<file path="src/rtl/crc_pkg.sv">
// Shared types and default CRC8 constants for the serial CRC engine.
package crc_pkg;

  typedef enum logic [1:0] {
    IDLE,
    ABSORB,
    EMIT,
    CHECK
  } crc_state_t;

  localparam logic [7:0] CRC8_TAPS    = 8'b10001000;
  localparam logic [7:0] CRC8_SEED    = 8'hD8;
  localparam logic [7:0] CRC8_XOR_OUT = 8'h00;

endpackage

</file>
<file path="src/rtl/crc_lfsr_step.sv">
// Combinational next state of the Galois LFSR after absorbing one serial bit.
module crc_lfsr_step
  import crc_pkg::*;
#(
  parameter int               CRC_W = 8,
  parameter logic [CRC_W-1:0] TAPS  = CRC_W'(CRC8_TAPS)
) (
  input  logic [CRC_W-1:0] lfsr,
  input  logic             data,
  output logic [CRC_W-1:0] lfsr_next
);

  logic fb;

  always_comb begin
    fb = lfsr[0] ^ data;
    lfsr_next = '0;
    lfsr_next[CRC_W-1] = fb;
    for (int k = CRC_W - 1; k >= 1; k--) begin
      lfsr_next[k-1] = TAPS[k] ? (lfsr[k] ^ fb) : lfsr[k];
    end
  end

endmodule

</file>
<file path="src/rtl/crc_serial_engine.sv">
// Serial CRC engine: absorbs a bit-serial frame, then either streams the CRC
// out LSB-first (generate) or compares the following received bits (check).
module crc_serial_engine
  import crc_pkg::*;
#(
  parameter int               CRC_W   = 8,
  parameter logic [CRC_W-1:0] TAPS    = CRC_W'(CRC8_TAPS),
  parameter logic [CRC_W-1:0] SEED    = CRC_W'(CRC8_SEED),
  parameter logic [CRC_W-1:0] XOR_OUT = CRC_W'(CRC8_XOR_OUT)
) (
  input  logic             CLK,
  input  logic             RST,
  input  logic             DATA,
  input  logic             ACTIVE,
  input  logic             MODE,
  output logic             CRC,
  output logic             Valid,
  output logic             DONE,
  output logic             ERR,
  output logic             BUSY,
  output logic [CRC_W-1:0] CRC_VALUE
);

  localparam int               CNT_W = $clog2(CRC_W) + 1;
  localparam logic [CNT_W-1:0] LAST  = CNT_W'(CRC_W - 1);

  crc_state_t       state;
  logic [CRC_W-1:0] lfsr;
  logic [CRC_W-1:0] xor_sh;
  logic [CRC_W-1:0] lfsr_absorb;
  logic [CRC_W-1:0] seed_absorb;
  logic [CNT_W-1:0] cnt;
  logic             mode_q;
  logic             err_q;
  logic             out_bit;
  logic             mismatch;

  crc_lfsr_step #(.CRC_W(CRC_W), .TAPS(TAPS)) u_step_cur (
    .lfsr      (lfsr),
    .data      (DATA),
    .lfsr_next (lfsr_absorb)
  );

  // An abort restarts the frame from SEED, so its first bit is absorbed into SEED.
  crc_lfsr_step #(.CRC_W(CRC_W), .TAPS(TAPS)) u_step_seed (
    .lfsr      (SEED),
    .data      (DATA),
    .lfsr_next (seed_absorb)
  );

  // xor_sh shifts alongside the LFSR so bit 0 always lines up with the current CRC bit.
  assign out_bit  = lfsr[0] ^ xor_sh[0];
  assign mismatch = DATA ^ out_bit;

  always_ff @(posedge CLK) begin
    if (RST) begin
      state     <= IDLE;
      lfsr      <= SEED;
      xor_sh    <= '0;
      cnt       <= '0;
      mode_q    <= 1'b0;
      err_q     <= 1'b0;
      CRC       <= 1'b0;
      Valid     <= 1'b0;
      DONE      <= 1'b0;
      ERR       <= 1'b0;
      BUSY      <= 1'b0;
      CRC_VALUE <= '0;
    end else begin
      DONE <= 1'b0;
      ERR  <= 1'b0;
      case (state)
        IDLE: begin
          if (ACTIVE) begin
            mode_q <= MODE;
            lfsr   <= lfsr_absorb;
            BUSY   <= 1'b1;
            state  <= ABSORB;
          end
        end

        ABSORB: begin
          if (ACTIVE) begin
            lfsr <= lfsr_absorb;
          end else begin
            CRC_VALUE <= lfsr ^ XOR_OUT;
            xor_sh    <= XOR_OUT;
            cnt       <= '0;
            err_q     <= 1'b0;
            if (mode_q) begin
              state <= CHECK;
            end else begin
              CRC   <= lfsr[0] ^ XOR_OUT[0];
              Valid <= 1'b1;
              state <= EMIT;
            end
          end
        end

        EMIT, CHECK: begin
          if (ACTIVE) begin
            CRC    <= 1'b0;
            Valid  <= 1'b0;
            mode_q <= MODE;
            lfsr   <= seed_absorb;
            state  <= ABSORB;
          end else if (cnt == LAST) begin
            CRC   <= 1'b0;
            Valid <= 1'b0;
            DONE  <= 1'b1;
            ERR   <= (state == CHECK) && (err_q || mismatch);
            lfsr  <= SEED;
            BUSY  <= 1'b0;
            state <= IDLE;
          end else begin
            lfsr   <= {1'b0, lfsr[CRC_W-1:1]};
            xor_sh <= {1'b0, xor_sh[CRC_W-1:1]};
            cnt    <= cnt + 1'b1;
            if (state == CHECK) begin
              err_q <= err_q || mismatch;
            end else begin
              CRC <= lfsr[1] ^ xor_sh[1];
            end
          end
        end

        default: state <= IDLE;
      endcase
    end
  end

endmodule

</file>
<file path="config.mk">
export PLATFORM = sky130hd
export DESIGN_NAME = crc_serial_engine
export DESIGN_NICKNAME = d
export VERILOG_FILES = /design/src/rtl/crc_pkg.sv /design/src/rtl/crc_lfsr_step.sv /design/src/rtl/crc_serial_engine.sv
export SDC_FILE = /design/constraint.sdc
export NUM_CORES = 1
export LEC_CHECK = 0
export ABC_AREA = 1
export ABC_CLOCK_PERIOD_IN_PS = 1900
export CAP_MARGIN = 5
export CORE_UTILIZATION = 56
export CTS_CLUSTER_SIZE = 10
export DETAILED_ROUTE_END_ITERATION = 10
export GPL_TIMING_DRIVEN = 0
export PLACE_DENSITY_LB_ADDON = 0.15
export REMOVE_ABC_BUFFERS = 1
export SETUP_SLACK_MARGIN = 0.4
export SLEW_MARGIN = 0
export SYNTH_ARGS = -nofsm -noshare
export SYNTH_HDL_FRONTEND = slang
export SYNTH_SLANG_ARGS = --single-unit
</file>
<file path="constraint.sdc">
create_clock -name CLK -period 1.9 [get_ports CLK]
set_input_delay 0.38 -clock CLK [delete_from_list [all_inputs] [get_ports CLK]]
set_output_delay 0.38 -clock CLK [all_outputs]
set_load 0.03 [all_outputs]
</file>
==> impl_metrics.prom <==
# TYPE chip_impl_metric gauge
chip_impl_info{name="outcome",value="completed"} 1
chip_impl_info{name="worst-setup-path-type",value="register to output pin"} 1
chip_impl_metric{name="num_vias",unit=""} 1236
chip_impl_metric{name="ys.warnings.count",unit=""} 0
chip_impl_metric{name="achievable-frequency",unit="GHz"} 0.688
chip_impl_metric{name="synth_area_per_cell",unit="um2"} 7.26
chip_impl_metric{name="share_of_yosys_cell_area_claimed_by_the_top_area_cell_type",unit="%"} 46.2
chip_impl_metric{name="grt_antenna_before_repair",unit=""} 0
chip_impl_metric{name="hold_buffers",unit=""} 0
chip_impl_metric{name="synthArstFlopShare",unit="%"} 0
chip_impl_info{name="cp-end-kind",value="output pin"} 1
chip_impl_metric{name="cell_row_count",unit=""} 16
chip_impl_metric{name="finalWorstPathRequiredPeriod",unit="ps"} 1450
chip_impl_info{name="most_frequent_cell_after_synthesis",value="sky130_fd_sc_hd__nand2_1"} 1
chip_impl_metric{name="arrival",unit="ps"} 1070
chip_impl_metric{name="synthesis.area",unit="um2"} 1260
chip_impl_metric{name="hold_viol",unit=""} 0
chip_impl_metric{name="cts_htree_levels",unit=""} 2
chip_impl_info{name="cts.root.buffer_cell",value="sky130_fd_sc_hd__clkbuf_4"} 1
chip_impl_metric{name="vdd_ir_drop_max",unit="V"} 0.000648
chip_impl_metric{name="io_pins",unit=""} 18
chip_impl_metric{name="grt_pass1_vias",unit=""} 1142
chip_impl_metric{name="grt_first_pass_wirelength",unit="um"} 4820
chip_impl_metric{name="yosys.cell_types.count",unit=""} 24
chip_impl_metric{name="syn_inst",unit=""} 173
chip_impl_info{name="critical_path.cell_chain",value="dlygate4sd2_1"} 1
chip_impl_metric{name="detail_route.iter0.violations",unit=""} 41
chip_impl_metric{name="die_y",unit="um"} 49.4
chip_impl_metric{name="p_leak",unit="nW"} 0.759
chip_impl_metric{name="sequential_to_total_area_share_from_yosys_stat",unit="%"} 46.2
chip_impl_info{name="post-synth-top-area-cell",value="sky130_fd_sc_hd__dfxtp_1"} 1
chip_impl_metric{name="grt-ovfl-total",unit=""} 0
chip_impl_metric{name="num_antenna_cells",unit=""} 0
chip_impl_metric{name="gr-usage-all-layers",unit="%"} 26.5
chip_impl_metric{name="synth_enable_flop_cells",unit=""} 0
chip_impl_metric{name="syn_to_final_growth",unit="%"} 19.6
chip_impl_metric{name="place.detailed.hpwl",unit="um"} 2040
chip_impl_metric{name="route.antenna.remaining_nets",unit=""} 0
chip_impl_metric{name="design.die.area",unit="um2"} 2440
chip_impl_metric{name="worst_clock_skew",unit="ps"} 6.95
chip_impl_metric{name="fin_hold_ws",unit="ps"} 454
chip_impl_metric{name="fin_cells",unit=""} 222
chip_impl_metric{name="placed_cell_areas",unit="um2"} 1440
chip_impl_metric{name="horizontal_extent_of_the_die",unit="um"} 49.4
chip_impl_info{name="synth.cells.most_frequent",value="sky130_fd_sc_hd__nand2_1 (47), sky130_fd_sc_hd__dfxtp_1 (29), sky130_fd_sc_hd__inv_1 (19)"} 1
chip_impl_metric{name="weighted_congestion_at_the_end_of_routability_driven_global_placement",unit=""} 0.923
chip_impl_metric{name="clock_path_buffers",unit=""} 2
chip_impl_info{name="worstSetupStartpointType",value="register"} 1
chip_impl_metric{name="setup-tns-final",unit="ps"} 0
chip_impl_metric{name="cts_made_buffers",unit=""} 5
chip_impl_metric{name="drc",unit=""} 0
chip_impl_metric{name="detail_route.vias_per_cell",unit=""} 5.57
chip_impl_metric{name="pwr_cell_area",unit="nW/um2"} 893
chip_impl_metric{name="drt_wl_total",unit="um"} 2940
chip_impl_metric{name="fill_cells",unit=""} 180
chip_impl_info{name="cp_top_family",value="buffers and inverters"} 1
chip_impl_metric{name="critPathBufInv",unit=""} 1
chip_impl_metric{name="cap_viol_max_count",unit=""} 0
chip_impl_metric{name="detail_route.first_pass.iterations",unit=""} 4
chip_impl_metric{name="regArea",unit="um2"} 581
chip_impl_metric{name="clkSlewWorstSetupHoldPaths",unit="ps"} 100
chip_impl_info{name="synth_area_leaders",value="sky130_fd_sc_hd__dfxtp_1 (46%), sky130_fd_sc_hd__nand2_1 (14%), sky130_fd_sc_hd__a21oi_1 (6.4%), sky130_fd_sc_hd__inv_1 (5.7%), sky130_fd_sc_hd__nand3_1 (5.6%)"} 1
chip_impl_metric{name="slew_violations",unit=""} 0
chip_impl_metric{name="critical_path_peak_fanout",unit=""} 2
chip_impl_info{name="synth_ff_type",value="sky130_fd_sc_hd__dfxtp_1"} 1
chip_impl_metric{name="clkSinkCount",unit=""} 29
chip_impl_metric{name="io_buffers",unit=""} 17
chip_impl_info{name="rsz_0062_raised_after_global_routing",value="true"} 1
chip_impl_metric{name="worst-slew-pin-transition",unit="ps"} 466
chip_impl_info{name="clock_tree_from_tritoncts",value="built"} 1
chip_impl_metric{name="utilization",unit="%"} 73.6
chip_impl_metric{name="post_route_cells_drive_above_1_share",unit="%"} 10.3
chip_impl_metric{name="timing.final.crit_share",unit="%"} 76.5
chip_impl_info{name="holdCritPathClass",value="input port to register"} 1
chip_impl_metric{name="worst_slew_margin_rel",unit="%"} 68.9
chip_impl_metric{name="final_setup_violations",unit=""} 0
chip_impl_metric{name="number_of_post_cts_setup_repair_buffers",unit=""} 0
chip_impl_metric{name="core-area",unit="um2"} 2040
chip_impl_metric{name="finish.net_count",unit=""} 200
chip_impl_metric{name="worstSkewPairLatency",unit="ps"} 320
chip_impl_metric{name="cp.required",unit="ps"} 1520
chip_impl_metric{name="multiInputGateArea",unit="um2"} 586
chip_impl_metric{name="timing.critical_path.slowest_cell_delay",unit="ps"} 400
chip_impl_info{name="critical_path.slowest_cell",value="sky130_fd_sc_hd__dlygate4sd2_1"} 1
chip_impl_metric{name="post_drt_wl_per_cell",unit="um"} 13.2
chip_impl_metric{name="initial_core_util",unit="%"} 61.5
chip_impl_metric{name="dpl.cell_count",unit=""} 214
chip_impl_metric{name="design_area",unit="um2"} 1500
chip_impl_metric{name="synth-seq-cells",unit=""} 29
chip_impl_metric{name="grt_max_degree",unit=""} 15
-- cells in the final DEF, fill, tap and decap left out, types with 3 or more instances in the layout --
cell type,netlist,final
sky130_fd_sc_hd__dfxtp_1,29,29
sky130_fd_sc_hd__nor3_1,3,3
sky130_fd_sc_hd__clkbuf_4,0,5
sky130_fd_sc_hd__a21oi_1,16,16
sky130_fd_sc_hd__nand2_4,3,3
sky130_fd_sc_hd__nor2_1,13,13
sky130_fd_sc_hd__o21ai_1,3,3
sky130_fd_sc_hd__inv_1,19,18
sky130_fd_sc_hd__o21ai_0,11,11
sky130_fd_sc_hd__nand3_1,14,13
sky130_fd_sc_hd__nand2_1,47,46
sky130_fd_sc_hd__dlygate4sd2_1,0,14
-- repair_timing --
| action | CTS | global route |
|---|---|---|
| pin swaps | 1 | 0 |
| endpoints found under the setup margin | 37 | 11 |
| gates resized for setup | 15 | 5 |
-- power by group --
group          switching (mW)  leakage (nW)  total (mW)  internal [mW]
registers              0.0320         0.237       0.680          0.648
clock network           0.219        0.0413       0.433          0.214
logic                   0.154         0.480       0.229         0.0748
total                   0.406         0.759        1.34          0.937
-- layout make-up --
type                       instances  area share (%)
clock buffer                       7            4.33
clock inverter                     1           0.333
inverter                          21            5.66
multi-input combinational        120            39.0
sequential                        29            38.6
tap                               27            2.25
timing repair buffer              17            9.83
-- registers in the layout (all words and copies together), names as in the netlist --
name,flops
cnt,4
err_q,1
CRC,1
lfsr,8
CRC_VALUE,8
DONE,1
Valid,1
BUSY,1
state,2
ERR,1
mode_q,1
-- path summary, 6_finish.rpt --
path / from / end / slack (ps) / cells after the start
max: CRC_VALUE[0] / CRC_VALUE[0] / 450 / 1
min: RST / mode_q / 450 / 2
max reg2reg: cnt[0] / lfsr[1] / 510 / 8
min reg2reg: CRC_VALUE[5] / CRC_VALUE[5] / 470 / 2
-- kinds of logic (layout without fill, tap and decap cells) --
family	after synthesis	after routing	share of synthesized area, %
AO/OA/AOI/OAI	35	35	14.8
adder cells (fa/ha/maj)	1	1	0.996
buffers and inverters	24	46	7.77
flip-flops	29	29	46.2
AND/OR/NAND/NOR	84	84	30.2
-- per-stage QoR --
stage	power (mW)	setup WS, ps
2_1_floorplan	0.846	734
3_3_place_gp	0.923	-179
3_5_place_dp	0.932	-215
4_1_cts	1.34	403
5_1_grt	1.39	389
6_report	1.34	447
-- per-layer routing --
layer	part of all wire (%)	up-vias	track usage [%]	wire length, um
met1	41	558	29.3	1200
met2	50	64	45.7	1470
met5	0	-	0	0
met4	0.92	0	14.2	27
li1	-	608	-	-
met3	8.2	6	7.17	242
(Power assumes the default switching activity.)
